<file path="src/rtl/alu_rr_arbiter.sv">
// Two-requester round-robin front end for a shared add/shift-left ALU.
// One operation in flight at a time: IDLE (grant) -> EXEC (compute) -> RESP (hold result).
module alu_rr_arbiter #(
   parameter int   WIDTH  = 8,
   parameter logic OP_SHL = 1'b1
) (
   input  logic             clk,
   input  logic             rst,
   input  logic             req0_valid,
   input  logic [WIDTH-1:0] req0_in1,
   input  logic [WIDTH-1:0] req0_in2,
   input  logic             req0_op,
   output logic             req0_ready,
   input  logic             req1_valid,
   input  logic [WIDTH-1:0] req1_in1,
   input  logic [WIDTH-1:0] req1_in2,
   input  logic             req1_op,
   output logic             req1_ready,
   output logic             rsp_valid,
   input  logic             rsp_ready,
   output logic [WIDTH-1:0] rsp_result,
   output logic             rsp_id,
   output logic             busy
);

   typedef enum logic [1:0] {IDLE, EXEC, RESP} state_t;

   localparam logic [WIDTH-1:0] SHIFT_LIMIT = WIDTH'(WIDTH);

   state_t           state_q, state_d;
   logic             prio_q, prio_d;
   logic [WIDTH-1:0] in1_q, in1_d;
   logic [WIDTH-1:0] in2_q, in2_d;
   logic             op_q, op_d;
   logic             id_q, id_d;
   logic             rsp_valid_q, rsp_valid_d;
   logic [WIDTH-1:0] rsp_result_q, rsp_result_d;
   logic             rsp_id_q, rsp_id_d;

   logic             grant;
   logic [WIDTH-1:0] alu_result;

   // A lone valid requester always wins; prio only breaks ties.
   always_comb begin
      if (req0_valid && req1_valid) grant = prio_q;
      else                          grant = req1_valid;
   end

   assign req0_ready = (state_q == IDLE) && !grant && req0_valid;
   assign req1_ready = (state_q == IDLE) &&  grant && req1_valid;

   // Shift amounts at or beyond WIDTH flush to zero; the full in2 value is compared.
   always_comb begin
      if (op_q == OP_SHL) alu_result = (in2_q >= SHIFT_LIMIT) ? '0 : (in1_q << in2_q);
      else                alu_result = in1_q + in2_q;
   end

   always_comb begin
      // NOTE: every _d defaults to its _q first so no branch can leave a latch behind.
      state_d      = state_q;
      prio_d       = prio_q;
      in1_d        = in1_q;
      in2_d        = in2_q;
      op_d         = op_q;
      id_d         = id_q;
      rsp_valid_d  = rsp_valid_q;
      rsp_result_d = rsp_result_q;
      rsp_id_d     = rsp_id_q;
      case (state_q)
         IDLE: begin
            if (req0_ready || req1_ready) begin
               in1_d   = grant ? req1_in1 : req0_in1;
               in2_d   = grant ? req1_in2 : req0_in2;
               op_d    = grant ? req1_op  : req0_op;
               id_d    = grant;
               state_d = EXEC;
            end
         end
         EXEC: begin
            rsp_result_d = alu_result;
            rsp_id_d     = id_q;
            rsp_valid_d  = 1'b1;
            state_d      = RESP;
         end
         RESP: begin
            if (rsp_valid_q && rsp_ready) begin
               rsp_valid_d = 1'b0;
               prio_d      = ~id_q;
               state_d     = IDLE;
            end
         end
         default: state_d = IDLE;
      endcase
   end

   always_ff @(posedge clk) begin
      // NOTE: sequential state uses non-blocking assignments so all flops update together.
      if (rst) begin
         state_q      <= IDLE;
         prio_q       <= 1'b0;
         in1_q        <= '0;
         in2_q        <= '0;
         op_q         <= 1'b0;
         id_q         <= 1'b0;
         rsp_valid_q  <= 1'b0;
         rsp_result_q <= '0;
         rsp_id_q     <= 1'b0;
      end else begin
         state_q      <= state_d;
         prio_q       <= prio_d;
         in1_q        <= in1_d;
         in2_q        <= in2_d;
         op_q         <= op_d;
         id_q         <= id_d;
         rsp_valid_q  <= rsp_valid_d;
         rsp_result_q <= rsp_result_d;
         rsp_id_q     <= rsp_id_d;
      end
   end

   assign rsp_valid  = rsp_valid_q;
   assign rsp_result = rsp_result_q;
   assign rsp_id     = rsp_id_q;
   assign busy       = (state_q != IDLE);

endmodule

</file>
<file path="config.mk">
export PLATFORM = sky130hd
export DESIGN_NAME = alu_rr_arbiter
export DESIGN_NICKNAME = d
export VERILOG_FILES = /design/src/rtl/alu_rr_arbiter.sv
export SDC_FILE = /design/constraint.sdc
export NUM_CORES = 1
export LEC_CHECK = 0
export ABC_AREA = 1
export CORE_MARGIN = 2
export CORE_UTILIZATION = 45
export CTS_CLUSTER_SIZE = 16
export DETAILED_ROUTE_END_ITERATION = 8
export GPL_ROUTABILITY_DRIVEN = 1
export PLACE_DENSITY = 0.74
export SYNTH_ARGS = -nofsm -noshare
export SYNTH_HDL_FRONTEND = slang
export SYNTH_SLANG_ARGS = --single-unit
</file>
<file path="constraint.sdc">
create_clock -name clk -period 2.46 [get_ports clk]
set_input_delay 0.492 -clock clk [delete_from_list [all_inputs] [get_ports clk]]
set_output_delay 0.492 -clock clk [all_outputs]
set_load 0.1 [all_outputs]
</file>
Word level (Yosys, flattened, before mapping) --
Index checks and enable logic that the tools add are counted.
Storage, ports and cells: register bits after elaboration 31, latch bits 0, bits in writable memories 0, ROM bits 0, output and inout port bits 13, word-level logic and storage cells 43, memories 0
Cells by class: add/sub/neg operators 1, multipliers 0, div/mod/pow operators 0, $lt $le $gt $ge 1, eq/ne operators 4, shift operators 1, muxes and demuxes 11, bitwise gates (word level) 1, reductions and logical operators 15
Operators with widths (number):
- 8-bit two-way mux | 4
- 8-bit adder | 1
- 8-bit by 4-bit >= comparator with 1-bit output (second input constant) | 1
- 2-bit AND reduction | 4
- 8-bit by 8-bit << shifter with 8-bit output | 1
- 1-bit logical AND | 6
- 2-bit case mux with 3 select lines | 1
- 2-bit two-way mux | 2
- 2-bit nonzero test | 2
- 1-bit two-way mux | 3
- 2-bit by 1-bit == test with 1-bit output (second input constant) | 1
- 2-bit == test (second input constant) | 1
- 2-bit zero test | 1
- 2-bit by 1-bit inequality test with 1-bit output (second input constant) | 1
- 2-bit inequality test (second input constant) | 1
- 1-bit case mux with 2 select lines | 1
- 1-bit zero test | 1
- 1-bit logical OR | 1
- 1-bit NOT | 1

Logic depth before layout (Yosys ltp) --
Gate-level depths: netlist of run 1.
depth after elaboration 8, gate-level depth with buffers 12, gate-level depth less buffers 11

Least setup slack after synthesis of run 1 --
Ideal clock, no wire load.
kind input port to output port, from in req0_valid, to out req0_ready, arrival 2.361 ns, data required time 1.968 ns, slack -0.393 ns, cell stages on the path 5, path through nand2_1 nand2_2 clkinv_1 buf_2 nor2_1
On the way: word-level cells in the longest chain between the ends 5
RTL lines:
- start: declaration | RTL line 9 | input logic req0_valid,
- 1-bit logical AND | RTL line 45 | if (req0_valid && req1_valid) grant = prio_q;
- 1-bit two-way mux | RTL line 45
- 1-bit zero test | RTL line 49 | assign req0_ready = (state_q == IDLE) && !grant && req0_valid;
- 1-bit logical AND | RTL line 49
- 1-bit logical AND (*) | RTL line 49
- end: declaration | RTL line 13 | output logic req0_ready,
Every way passes the cells marked *; elsewhere a longest branch is shown, timed or not.

Worst setup path after layout of run 1 --
Same ends and word-level chain as after synthesis.

==> results of run 1 <==
==> power breakdown <==
part | internal (mW) | total [mW] | switching (mW)
combinational | 0.242 | 0.702 | 0.461
clock | 0.198 | 0.382 | 0.184
sequential | 0.561 | 0.616 | 0.0556
==> layout by cell type, fill, tap and decap left out, drive strengths merged <==
cell type,n
nand4,7
clkinv,4
a31oi,19
nand2,84
o21ai,32
nand3,29
dfxtp,31
xnor2,1
ha,7
inv,25
fa,1
buf,21
nor3,1
o21a,1
nor2,17
a21oi,22
clkbuf,7
clkdlybuf4s50,38
or2,1
==> metrics by stage <==
step | hold slack [ns] | setup slack (ns)
finish | 0.461 | 0.406
global route | 0.502 | 0.330
CTS | 0.466 | 0.397
detailed placement | 0.456 | 0.405
global placement | 0.456 | 0.424
floorplan | 0.429 | 0.0732
==> layer usage <==
| layer | up-vias | wire [µm] | global-route usage (%) |
|---|---|---|---|
| met4 | 0 | 103 | 9.62 |
| met3 | 11 | 259 | 3.61 |
| li1 | 1101 | - | - |
| met5 | - | 0 | 0 |
| met2 | 55 | 2210 | 34.5 |
| met1 | 909 | 2320 | 28.9 |
==> path summary, 6_finish.rpt <==
check                                      startpoint                    endpoint  slack, ns  cells past startpoint
worst max-delay path                       req0_valid                  req0_ready       0.41                      6
worst min register to register    prio_q$_SDFFE_PP0P_         prio_q$_SDFFE_PP0P_       0.46                      2
worst max register to register  in1_q[0]$_SDFFE_PP0P_  rsp_result[4]$_SDFFE_PP0P_       0.68                     11
worst min-delay path              prio_q$_SDFFE_PP0P_         prio_q$_SDFFE_PP0P_       0.46                      2
==> area by class of cell <==
cell class                      instances  area share, %
Clock buffer                            7           2.93
Clock inverter                          1          0.192
Inverter                               28           4.08
Multi-Input combinational cell        222           44.5
Sequential cell                        31           23.8
Tap cell                               50           2.40
Timing Repair Buffer                   59           22.1
==> worst reg2reg max path: cells and delay by family (launching register included) <==
family	cells	cell delay [ns]
AO/OA/AOI/OAI	3	0.26
adder cells (fa/ha/maj)	2	0.58
buffers and inverters	2	0.18
flip-flops	1	0.36
AND/OR/NAND/NOR	4	0.30
==> flip-flops by register name, indices dropped and copies added (netlist names) <==
signal      count
prio_q          1
in2_q           8
id_q            1
rsp_id          1
rsp_valid       1
op_q            1
rsp_result      8
in1_q           8
state_q         2
==> kinds of logic (layout without fill, tap and decap cells) <==
group                    Yosys count  count (layout)  synth area share [%]
flip-flops                        31              31                  31.8
buffers and inverters             39              95                  8.91
AND/OR/NAND/NOR                  139             139                  32.8
AO/OA/AOI/OAI                     74              74                  20.5
adder cells (fa/ha/maj)            8               8                  5.51
XOR/XNOR                           1               1                 0.449
==> results by group, run 1 <==
Final layout
  – Nets: slightly below 400
  – Multi-input logic area: 1160 µm²
  – Layout fillers: between 300 and 400
  – Fin area: 2610 µm²
  – Post-route insts no fill: a little under 400
  – Ant diodes: 0
  – Reg area: between 600 and 700 µm²
  – Final core utilization: 63.8%
  – Layout cells sized above 1: between 10 and 15%
  – Area grow syn2layout: 33.5%

Power
  – VDD IR max: 0.403 mV
  – Pwr Density: approximately 650 nW/µm²
  – P_leak: approximately 1.2 nW
  – Post-layout total power: roughly 1.7 mW

GRT
  – Total GRT Usage: 21.7%
  – Largest net degree at the start of global routing: 35
  – Vias in the first global route: 1975
  – Total gr overflow: 0
  – Initial antenna violation count: 0
  – First-pass GRT wire length: roughly 8.6 mm

Clock network
  – Num Clock Sinks: 31
  – CTS tree: built
  – Worst-Skew Late Latency: 0.28 ns
  – Num CTS Buffers: 5
  – Cts repair resizes: 0
  – Max H-tree Level: 2
  – Post-CTS Hold Buffers: 0
  – Clock root cell: clkbuf_8
  – Maximum buffer depth of the clock tree: 2
  – Clock-pin slew on the worst setup and hold paths: 0.06 ns
  – Post-CTS setup buffers: 0

Critical path
  – Critical Path, Cell by Cell: clkdlybuf4s50_1 -> nand2_1 -> nand2_2 -> clkinv_1 -> nor2_2 -> buf_12
  – Max incr delay on CP: 0.47 ns
  – Arr. time, crit path: between 1.5 and 2 ns
  – CP max stage cell: clkdlybuf4s50_1
  – Cell family contributing the most delay on the critical path: buffers and inverters
  – Kind of critical path: primary input to primary output
  – Largest fanout on the critical path: 3
  – Buffers and inverters on the worst path: 3
  – CP Launch Type: primary input
  – Worst EP required: 1.97 ns
  – CP Capture Type: primary output

Placed design
  – Post-DP HPWL: 3.90 mm
  – Placed insts: around 400
  – Placed instance area: approximately 2500 µm²
  – Port Buffers: ~50
  – GPL Wtd Cong: ~0.87

Run
  – Max_cap viols: 0

Synthesis
  – Share of the synthesized area in the top cell type: 31.8%
  – Register area share after synthesis: a little under a third
  – Mapped Cells: ~300
  – Synth area leader: dfxtp_1
  – Synth top cells by count: 81 x nand2_1, 31 x dfxtp_1, 29 x nand3_1
  – Async SR Flop Fraction: 0%
  – Syn_nets: about 340
  – Syn_area_per_cell: ~6.7 µm²
  – Main flop type after synthesis: dfxtp_1
  – FF+latch count, synth: 31
  – Synthesis Warnings: 0
  – Most common cell in the netlist: nand2_1
  – EDFF count, synth: 0
  – Area contributors post-synth: dfxtp_1 32%, nand2_1 16%, nand3_1 7.4%
  – Cell variety after synth: 29
  – Post-Syn Area: 1950 µm²

Timing
  – RSZ-0062 raised after global routing: false
  – Minimum clock period: between 2 and 2.5 ns
  – Final Max Tran Viols: 0
  – Period utilisation layout: a little over four fifths
  – Max-slew headroom: 80.6%
  – Clock skew: 0.00625 ns
  – Setup TNS: 0 ns
  – Max Fclk: between 400 and 500 MHz
  – Slew @ Worst Pin: 0.290 ns
  – Number of setup violations in the final report: 0
  – Fin. Hold Viols: 0

Route
  – DR WL/cell: ~12 µm
  – Iteration-0 DRC Markers: 87
  – # DRC: 0
  – Number of routed nets with antenna violations: 0
  – Initial DRT Pass Iterations: 4
  – Via/cell ratio: between 5 and 6
  – Post-Route WL: around 5 mm
  – Vias: 2076

Floorplanning
  – IO Count: between 50 and 60
  – Die area: 4880 µm²
  – Site Rows: 23
  – Chip Width: around 70 µm
  – Starting Density: 47.8%
  – Die H: 69.9 µm
  – Core box area: 4090 µm²

Outcome
  – Result of the run: finished clean

Min path
  – Hold WC Path Type: register to register
(Power assumes the default switching activity.)
==> run 2: changes to the inputs <==
==> constraint.sdc (replaced) <==
create_clock -name clk -period 2.1 [get_ports clk]
set_input_delay 0.42 -clock clk [delete_from_list [all_inputs] [get_ports clk]]
set_output_delay 0.42 -clock clk [all_outputs]
set_load 0.1 [all_outputs]
==> run 2 against run 1 <==
  * Count of clock-buffer cells in the layout up 1
  * Wire length up 1.8%
  * Combinational power up 19%
  * Critical path depth unchanged
  * Critical path type unchanged
  * Largest cell class unchanged
==> results by group, run 2 (same netlist as run 1, synthesis figures left out) <==
Outcome
  – Result of the run: finished clean

Critical path
  – R2R setup slack: 0.28 ns (-0.40 ns)
  – CP max stage cell: clkdlybuf4s50_1
  – Worst setup path start: req0_valid
  – Critical R2R Capture: rsp_result[4]$_SDFFE_PP0P_
  – Worst EP required: 1.68 ns (-0.29 ns)
  – Worst reg2reg path depth: 10 (-1)
  – Critical Path Stages: 6 (unchanged)
  – CP Capture Type: primary output
  – Cell family contributing the most delay on the critical path: buffers and inverters
  – Crit path to: req0_ready
  – Buffers and inverters on the worst path: 3 (unchanged)
  – Critical Path, Cell by Cell: clkdlybuf4s50_1 -> nand2_1 -> nand2_2 -> clkinv_1 -> nor2_4 -> buf_12
  – Largest fanout on the critical path: 3 (unchanged)
  – Kind of critical path: primary input to primary output
  – Arr. time, crit path: 1.46 ns (-0.10 ns)
  – CP Launch Type: primary input
  – Max incr delay on CP: 0.47 ns (about the same)
  – R2R Path Start: in2_q[1]$_SDFFE_PP0P_

Power
  – VDD IR max: 0.417 mV (+3.5%)
  – Pwr Density: 786 nW/µm² (+20%)
  – P_leak: 1.18 nW (+1.2%)

Final layout
  – Post-route insts no fill: 399 (+0.25%)
  – Layout cells sized above 1: 12.6% (+0.54 points)
  – Multi-input logic area: 1160 µm² (+0.43%)
  – Layout fillers: 415 (+6.4%)
  – Nets: 395 (+0.25%)
  – Reg area: 621 µm² (unchanged)
  – Area grow syn2layout: 35.1%
  – Most frequent cells in the layout: 81 x nand2_1, 38 x clkdlybuf4s50_1, 31 x dfxtp_1
  – Most common cell after layout, fill and taps aside: nand2_1
  – Ant diodes: 0 (unchanged)

Route
  – Vias: 2135 (+2.8%)
  – Iteration-0 DRC Markers: 114 (+31%)
  – Number of routed nets with antenna violations: 0 (unchanged)
  – # DRC: 0 (unchanged)
  – DR WL/cell: 12.5 µm (+1.6%)
  – Post-Route WL: 4.98 mm (+1.8%)
  – Via/cell ratio: 5.35 (+2.6%)
  – Initial DRT Pass Iterations: 5 (+1)

Clock network
  – Cts repair resizes: 0 (unchanged)
  – Clock-pin slew on the worst setup and hold paths: 0.06 ns (about the same)
  – Maximum buffer depth of the clock tree: 2 (unchanged)
  – Worst-Skew Late Latency: 0.28 ns (about the same)
  – CTS tree: built
  – Post-CTS Hold Buffers: 0 (unchanged)
  – Clock root cell: clkbuf_8
  – Max H-tree Level: 2 (unchanged)
  – Num Clock Sinks: 31 (unchanged)
  – Post-CTS setup buffers: 0 (unchanged)
  – Num CTS Buffers: 5 (unchanged)

Floorplanning
  – Core box area: 4090 µm² (unchanged)
  – Chip Width: 69.9 µm (unchanged)
  – IO Count: 52 (unchanged)
  – Starting Density: 47.8% (unchanged)
  – Die area: 4880 µm² (unchanged)
  – Die H: 69.9 µm (unchanged)
  – Site Rows: 23 (unchanged)

GRT
  – Total GRT Usage: 22.1% (+0.42 points)
  – Initial antenna violation count: 0 (unchanged)
  – First-pass GRT wire length: 8.88 mm (+3.0%)
  – Largest net degree at the start of global routing: 35 (unchanged)
  – Vias in the first global route: 2008 (+1.7%)
  – Total gr overflow: 0 (unchanged)

Placed design
  – GPL Wtd Cong: 0.894 (+2.4%)
  – Post-DP HPWL: 3.85 mm (-1.4%)
  – Port Buffers: 51 (unchanged)
  – Placed insts: 391 (+0.26%)

Min path
  – Hold WC Path Type: register to register

Timing
  – Max-slew headroom: 80.7% (about the same)
  – Final Max Tran Viols: 0 (unchanged)
  – Period utilisation layout: ~90%
  – Max Fclk: 531 MHz
  – Setup TNS: 0 ns (unchanged)
  – Clock skew: 0.00637 ns (+0.000116 ns)
  – Hold_ws: 0.465 ns (+0.00445 ns)
  – RSZ-0062 raised after global routing: false
  – Number of setup violations in the final report: 0 (unchanged)
  – Fin. Hold Viols: 0 (unchanged)
  – Slew @ Worst Pin: 0.290 ns (-0.000449 ns)
  – Minimum clock period: 1.88 ns

Run
  – Max_cap viols: 0 (unchanged)
==> run 2: cell types whose count changed in the layout (fill, tap and decap cells not counted), sizes merged <==
cell and delta:
clkbuf +1, clkinv -1, buf +1
==> run 2: metal layers <==
layer,GRT usage (%),vias up,share of wire [%]
met5,0,-,0
met4,6.62,0,1.6
met3,4.47,11,5.6
met2,35.9,69,46
met1,29.7,950,47
li1,-,1105,-
==> run 2: how the worst min path moves through the flow <==
stage                                   start             endpoint  depth (start not counted)
after floorplan           prio_q$_SDFFE_PP0P_  prio_q$_SDFFE_PP0P_                          2
after global placement    prio_q$_SDFFE_PP0P_  prio_q$_SDFFE_PP0P_                          2
after detailed placement  prio_q$_SDFFE_PP0P_  prio_q$_SDFFE_PP0P_                          2
after CTS                 prio_q$_SDFFE_PP0P_  prio_q$_SDFFE_PP0P_                          2
after global routing      prio_q$_SDFFE_PP0P_  prio_q$_SDFFE_PP0P_                          2
final                     prio_q$_SDFFE_PP0P_  prio_q$_SDFFE_PP0P_                          2
==> run 2: cell type report <==
class | count | area share [%]
multi-input cells | 222 | 44.2
clock buffers | 8 | 3.80
repair buffers | 60 | 22.1
well taps | 50 | 2.37
inverters | 28 | 4.03
flip-flops and latches | 31 | 23.5
==> run 2: power breakdown <==
| group | leakage (nW) | internal (mW) | switching, mW |
|---|---|---|---|
| clock network | 0.0515 | 0.299 | 0.214 |
| registers | 0.256 | 0.657 | 0.0655 |
| logic | 0.871 | 0.290 | 0.547 |
| total | 1.18 | 1.25 | 0.827 |
==> run 2: per-stage QoR <==
step / setup WS (ns) / total power [mW] / area [µm²] / utilization (%)
final: 0.216 / 2.07 / 2640 / 64.5
after global routing: 0.126 / 2.20 / 2640 / 64.5
after CTS: 0.210 / 2.08 / 2640 / 64.5
after detailed placement: 0.210 / 1.56 / 2540 / 62.1
after global placement: 0.218 / 1.56 / 2540 / 62.1
after floorplan: 0.00430 / 1.32 / 1960 / -
==> run 2: worst register-to-register path, cell delays in order (launching register included) <==
cell and delay [ns]:
dfxtp_1 0.33, clkinv_1 0.24, fa_1 0.47, inv_1 0.11, nand3_1 0.07, nand2_1 0.09
a21oi_1 0.05, o21ai_0 0.08, nand2_1 0.08, a21oi_1 0.13, nor2_1 0.05
==> run 3: changes to the inputs <==
--- a/config.mk
+++ b/config.mk
@@ -6,12 +6,14 @@
 export NUM_CORES = 1
 export LEC_CHECK = 0
 export ABC_AREA = 1
+export CORE_ASPECT_RATIO = 0.75
 export CORE_MARGIN = 2
 export CORE_UTILIZATION = 45
 export CTS_CLUSTER_SIZE = 16
 export DETAILED_ROUTE_END_ITERATION = 8
 export GPL_ROUTABILITY_DRIVEN = 1
 export PLACE_DENSITY = 0.74
+export SETUP_SLACK_MARGIN = 0.02
 export SYNTH_ARGS = -nofsm -noshare
 export SYNTH_HDL_FRONTEND = slang
 export SYNTH_SLANG_ARGS = --single-unit
==> run 3 against run 2 <==
  * Non-clock buffer count grew 1
  * Worst hold slack lost 0.0095 ns
  * Critical path depth is the same
  * Setup slack lost 0.015 ns
  * First-iteration DRC count grew 32%
  * Sequential power is essentially flat
  * Core utilization grew 0.060 points
  * Clock skew shrank 0.0044 ns
  * Combinational power grew 1%
  * Sequential share of layout area shrank 0.12 points
  * Largest cell class unchanged
==> results by group, run 3 (same netlist as run 1, synthesis figures left out) <==
Outcome
  – Result of the run: finished clean

Final layout
  – Final core utilization: 64.6% (about the same)
  – Layout cells sized above 1: 12.9% (+0.29 points)
  – Most common cell after layout, fill and taps aside: nand2_1
  – Nets: 396 (+0.25%)
  – Most frequent cells in the layout: 81 x nand2_1, 38 x clkdlybuf4s50_1, 31 x dfxtp_1
  – Area grow syn2layout: 35.8%
  – Ant diodes: 0 (unchanged)
  – Layout fillers: 389 (-6.3%)

Power
  – VDD IR max: 0.425 mV (+2.0%)
  – Flop pwr share: 35.6% (+0.7 points)
  – Pwr Density: 768 nW/µm² (-2.3%)
  – P_leak: 1.18 nW (+0.44%)
  – Sw Pwr: 0.827 mW (about the same)
  – Switching share of power: 40.6% (+0.72 points)
  – Clk pwr share: 22.9% (-1.8 points)
  – Post-layout total power: 2.04 mW (-1.7%)
  – Proportion of power drawn by combinational gates: 41.5% (+1.1 points)
  – P_int: 1.21 mW (-2.9%)

Critical path
  – Kind of critical path: primary input to primary output
  – Arr. time, crit path: 1.48 ns (+0.02 ns)
  – CP Launch Type: primary input
  – Largest fanout on the critical path: 3 (unchanged)
  – CP Capture Type: primary output
  – Worst EP required: 1.68 ns (about the same)

Route
  – # DRC: 0 (unchanged)
  – Iteration-0 DRC Markers: 151 (+32%)
  – Number of routed nets with antenna violations: 0 (unchanged)
  – DR WL/cell: 12.7 µm (+1.8%)
  – Vias: 2124 (-0.52%)
  – Initial DRT Pass Iterations: 5 (unchanged)
  – Via/cell ratio: 5.26 (-1.7%)
  – Post-Route WL: 5.13 mm (+3.0%)

GRT
  – Largest net degree at the start of global routing: 35 (unchanged)
  – Total gr overflow: 0 (unchanged)
  – Total GRT Usage: 23.1% (+0.99 points)
  – Vias in the first global route: 1943 (-3.2%)
  – Initial antenna violation count: 0 (unchanged)
  – First-pass GRT wire length: 8.77 mm (-1.3%)

Run
  – Max_cap viols: 0 (unchanged)

Placed design
  – GPL Wtd Cong: 0.908 (+1.6%)
  – Post-DP HPWL: 4.07 mm (+5.7%)
  – Port Buffers: 51 (unchanged)

Timing
  – Number of setup violations in the final report: 0 (unchanged)
  – RSZ-0062 raised after global routing: false
  – Max Fclk: 527 MHz (-0.80%)
  – Period utilisation layout: 90.4% (+0.72 points)
  – Minimum clock period: 1.90 ns (+0.0152 ns)
  – Setup TNS: 0 ns (unchanged)
  – Fin. Hold Viols: 0 (unchanged)
  – Final Max Tran Viols: 0 (unchanged)
  – Max-slew headroom: 80.5% (-0.15 points)
  – Clock skew: 0.00197 ns (-0.00439 ns)
  – Slew @ Worst Pin: 0.292 ns (+0.00227 ns)

Clock network
  – Num CTS Buffers: 5 (unchanged)
  – Post-CTS Hold Buffers: 0 (unchanged)
  – Cts repair resizes: 0 (unchanged)
  – Post-CTS setup buffers: 0 (unchanged)
  – Worst-Skew Late Latency: 0.27 ns (about the same)
  – Clock root cell: clkbuf_8
  – Num Clock Sinks: 31 (unchanged)
  – Max H-tree Level: 2 (unchanged)
  – Maximum buffer depth of the clock tree: 2 (unchanged)
  – CTS tree: built
  – Clock-pin slew on the worst setup and hold paths: 0.06 ns (about the same)

Floorplanning
  – Die H: 61.0 µm (-13%)
  – Starting Density: 47.6% (-0.20 points)
  – Chip Width: 80.1 µm (+15%)
  – Site Rows: 20 (-13%)
  – Die area: 4890 µm² (+0.11%)
  – IO Count: 52 (unchanged)
  – Core box area: 4100 µm² (+0.43%)

Min path
  – Hold WC Path Type: register to register
[run 3: cell types whose count changed in the layout (fill, tap and decap cells not counted), sizes merged]
cell,before,now
clkbuf,8,6
clkinv,3,4
buf,22,23
[run 3: area by class of cell]
| type | count | area (µm²) | share of cell area [%] |
|---|---|---|---|
| inverter | 28 | 106 | 4.01 |
| tap | 55 | 68.8 | 2.60 |
| sequential | 31 | 621 | 23.4 |
| timing repair buffer | 61 | 603 | 22.7 |
| multi-input combinational | 222 | 1160 | 43.9 |
| clock inverter | 1 | 5.00 | 0.189 |
| clock buffer | 6 | 82.6 | 3.11 |
[run 3: power groups by stage]
stage / clock (mW) / sequential [mW] / combinational, mW
6_report: 0.465 / 0.725 / 0.845
5_1_grt: 0.508 / 0.732 / 0.928
4_1_cts: 0.477 / 0.724 / 0.847
3_5_place_dp: 0 / 0.736 / 0.842
3_3_place_gp: 0 / 0.736 / 0.837
2_1_floorplan: 0 / 0.865 / 0.459
[run 3: per-layer routing]
| layer | share of wire (%) | wire length [µm] | vias to the layer above | GRT usage [%] |
|---|---|---|---|---|
| met3 | 6.3 | 323 | 6 | 5.43 |
| li1 | - | - | 1106 | - |
| met1 | 50 | 2580 | 942 | 32.9 |
| met2 | 42 | 2180 | 70 | 36.0 |
| met5 | 0 | 0 | - | 0 |
| met4 | 1.0 | 53 | 0 | 5.57 |
[run 3: final timing paths]
check,start,end,slack (ns),cells past startpoint
setup / recovery,req0_valid,req0_ready,0.20,6
hold / removal,prio_q$_SDFFE_PP0P_,prio_q$_SDFFE_PP0P_,0.46,2
setup reg to reg,in1_q[0]$_SDFFE_PP0P_,rsp_result[4]$_SDFFE_PP0P_,0.33,11
hold reg to reg,prio_q$_SDFFE_PP0P_,prio_q$_SDFFE_PP0P_,0.46,2
[run 3: stage by stage]
step,cells,hold WS (ns),instance area (µm²),setup WS [ns]
finish,404,0.456,2650,0.201
detailed placement,397,0.450,2560,0.182
floorplan,292,0.429,1960,0.00430
global route,404,0.478,2650,0.108
CTS,404,0.459,2650,0.183
global placement,397,0.456,2560,0.207
[run 3: worst max-delay path: stages]
cell and delay (ns):
clkdlybuf4s50_1 0.47, nand2_1 0.07, nand2_2 0.09, clkinv_1 0.12
nor2_4 0.12, buf_12 0.18
==> variant (settings of run 3) <==
Change the parameter `WIDTH` from 8 to 7.
--- a/src/rtl/alu_rr_arbiter.sv
+++ b/src/rtl/alu_rr_arbiter.sv
@@ -2,5 +2,5 @@
 // One operation in flight at a time: IDLE (grant) -> EXEC (compute) -> RESP (hold result).
 module alu_rr_arbiter #(
-   parameter int   WIDTH  = 8,
+   parameter int   WIDTH  = 7,
    parameter logic OP_SHL = 1'b1
 ) (
Ports: changed (5 resized); port bits go from 52 to 47. The function was not compared with the original's and may differ.
==> variant against run 3 <==
Clock skew is 0.0058 ns higher. Routed wire length is 18% lower. Critical path type unchanged. Maximum frequency is 3.1% higher. Area after synthesis is 12% lower. Total power is 16% lower. Sequential cell count is 3 lower. Worst setup slack better by 0.058 ns. Non-clock buffer count is 7 lower. Register-to-register slack better by 0.03 ns. Cell area is 12% lower. Sequential power is 10% lower.
==> variant: results (changes against run 3) <==
[status]
status = complete, no violations

[setup_path]
crit_fanout = 3  ; unchanged
r2r_slack_ns = 0.36  ; +0.03 ns
crit_arrival_ns = 1.42  ; -0.06 ns

[placement]
numPortBuffers = 46  ; -9.8%
dpl.hpwl_um = 3340  ; -18%
place.gp.congestion = 0.956  ; +5.3%

[power_and_ir_drop]
power_switching_mw = 0.703  ; -15%
power_mw = 1.72  ; -16%
leakage_nw = 1.04  ; -12%
vdd_ir_drop_max_uv = 622  ; +46%
seq-power_mw = 0.650  ; -10%
comb_power_share_pct = 42.7  ; +1.2 points

[global_route]
grt_pass1_wl_um = 7040  ; -20%
grt_start_max_net_pins = 31  ; -11%
grt_util_all_layers_pct = 20.6  ; -2.5 points
grt_pass1_vias = 1603  ; -17%

[synth]
synthAdderAreaFrac_pct = 5.52  ; +0.010 points
synthTopCellsByCount = nand2_1 (71), dfxtp_1 (28), inv_1 (21), nand3_1 (21), a21oi_1 (17)
synth_top_family_by_area = simple AND/OR/NAND/NOR gates
synth-compound-area-share_pct = 20.5  ; about the same
synth-xor-area-share_pct = 0.509  ; +0.060 points
yosysWarnings = 0  ; unchanged
synth_area_leaders = dfxtp_1 (33%), nand2_1 (15%), nand3_1 (6.1%)
synth-seq-area-share_pct = 32.6  ; +0.76 points
synth_cell_types = 25  ; -14%
syn_nets = 297  ; -12%

[clock_tree]
htree_num_levels = 1  ; -1
cts-buffers-inserted = 3  ; -2
clk_pin_slew_ns = 0.09  ; +0.03 ns
cts_resized = 0  ; unchanged
clkLatencyLatePin_ns = 0.28

[routing]
dr.pass1.iters = 4  ; -1
drt_iter0_drc = 105  ; -30%
wl_um = 4220  ; -18%
drc = 0  ; unchanged
vias_per_cell = 5.14  ; -2.2%

[sta]
whs_ns = 0.471  ; +0.0151 ns
tightest_slew_ns = 0.498  ; +0.206 ns
skew_ns = 0.00777  ; +0.00580 ns

[cells_and_area]
drive_above_1_share_pct = 13.2  ; +0.26 points
fin_nets = 347  ; -12%

## variant: cell types whose count changed after synthesis, moves of 3 or more
cell,before,now
nand2_1,81,71
dfxtp_1,31,28
a31oi_1,19,16
a21oi_1,22,17
inv_2,2,5
o21ai_0,28,13
nand3_1,29,21
o21ai_1,3,16
## variant: final timing paths
| kind | from | endpoint | cells after the start |
|---|---|---|---|
| max | req0_valid | req0_ready | 6 |
| min | prio_q$_SDFFE_PP0P_ | prio_q$_SDFFE_PP0P_ | 2 |
| min reg2reg | prio_q$_SDFFE_PP0P_ | prio_q$_SDFFE_PP0P_ | 2 |
| max reg2reg | in1_q[0]$_SDFFE_PP0P_ | rsp_result[4]$_SDFFE_PP0P_ | 9 |
## variant: worst register-to-register path, delay by kind of cell, from the launching register on
family          cells  cell delay (ns)
simple gates        4             0.30
flops               1             0.35
compound gates      2             0.26
buf+inv             1             0.06
fa+ha+maj           2             0.71
## variant: area by class of cell
class	count	area [µm²]
Multi-Input combinational cell	192	1020
Timing Repair Buffer	54	528
Fill cell	357	1340
Inverter	26	97.6
Sequential cell	28	561
Tap cell	52	65.1
Clock buffer	4	55.1
## variant: kinds of logic after synthesis
group / count (synthesis)
DFF: 28
and+or+nand+nor: 119
adders and majority gates: 7
xor gates and xnor gates: 1
buffers and inverters: 35
AOI/OAI and AO/OA: 65
## variant: per-layer routing
layer / track usage [%] / vias to the layer above / share of wire, %
li1: - / 960 / -
met1: 30.5 / 817 / 49
met2: 31.2 / 51 / 42
met3: 5.48 / 2 / 7.8
met4: 2.26 / 0 / 0.31
met5: 0 / - / 0
## variant: metrics by stage
step	setup WS, ns	cells	instance area [µm²]
final	0.259	356	2320
after global routing	0.182	356	2320
after CTS	0.246	356	2320
after detailed placement	0.252	352	2270
after global placement	0.265	352	2270
after floorplan	0.268	255	1730
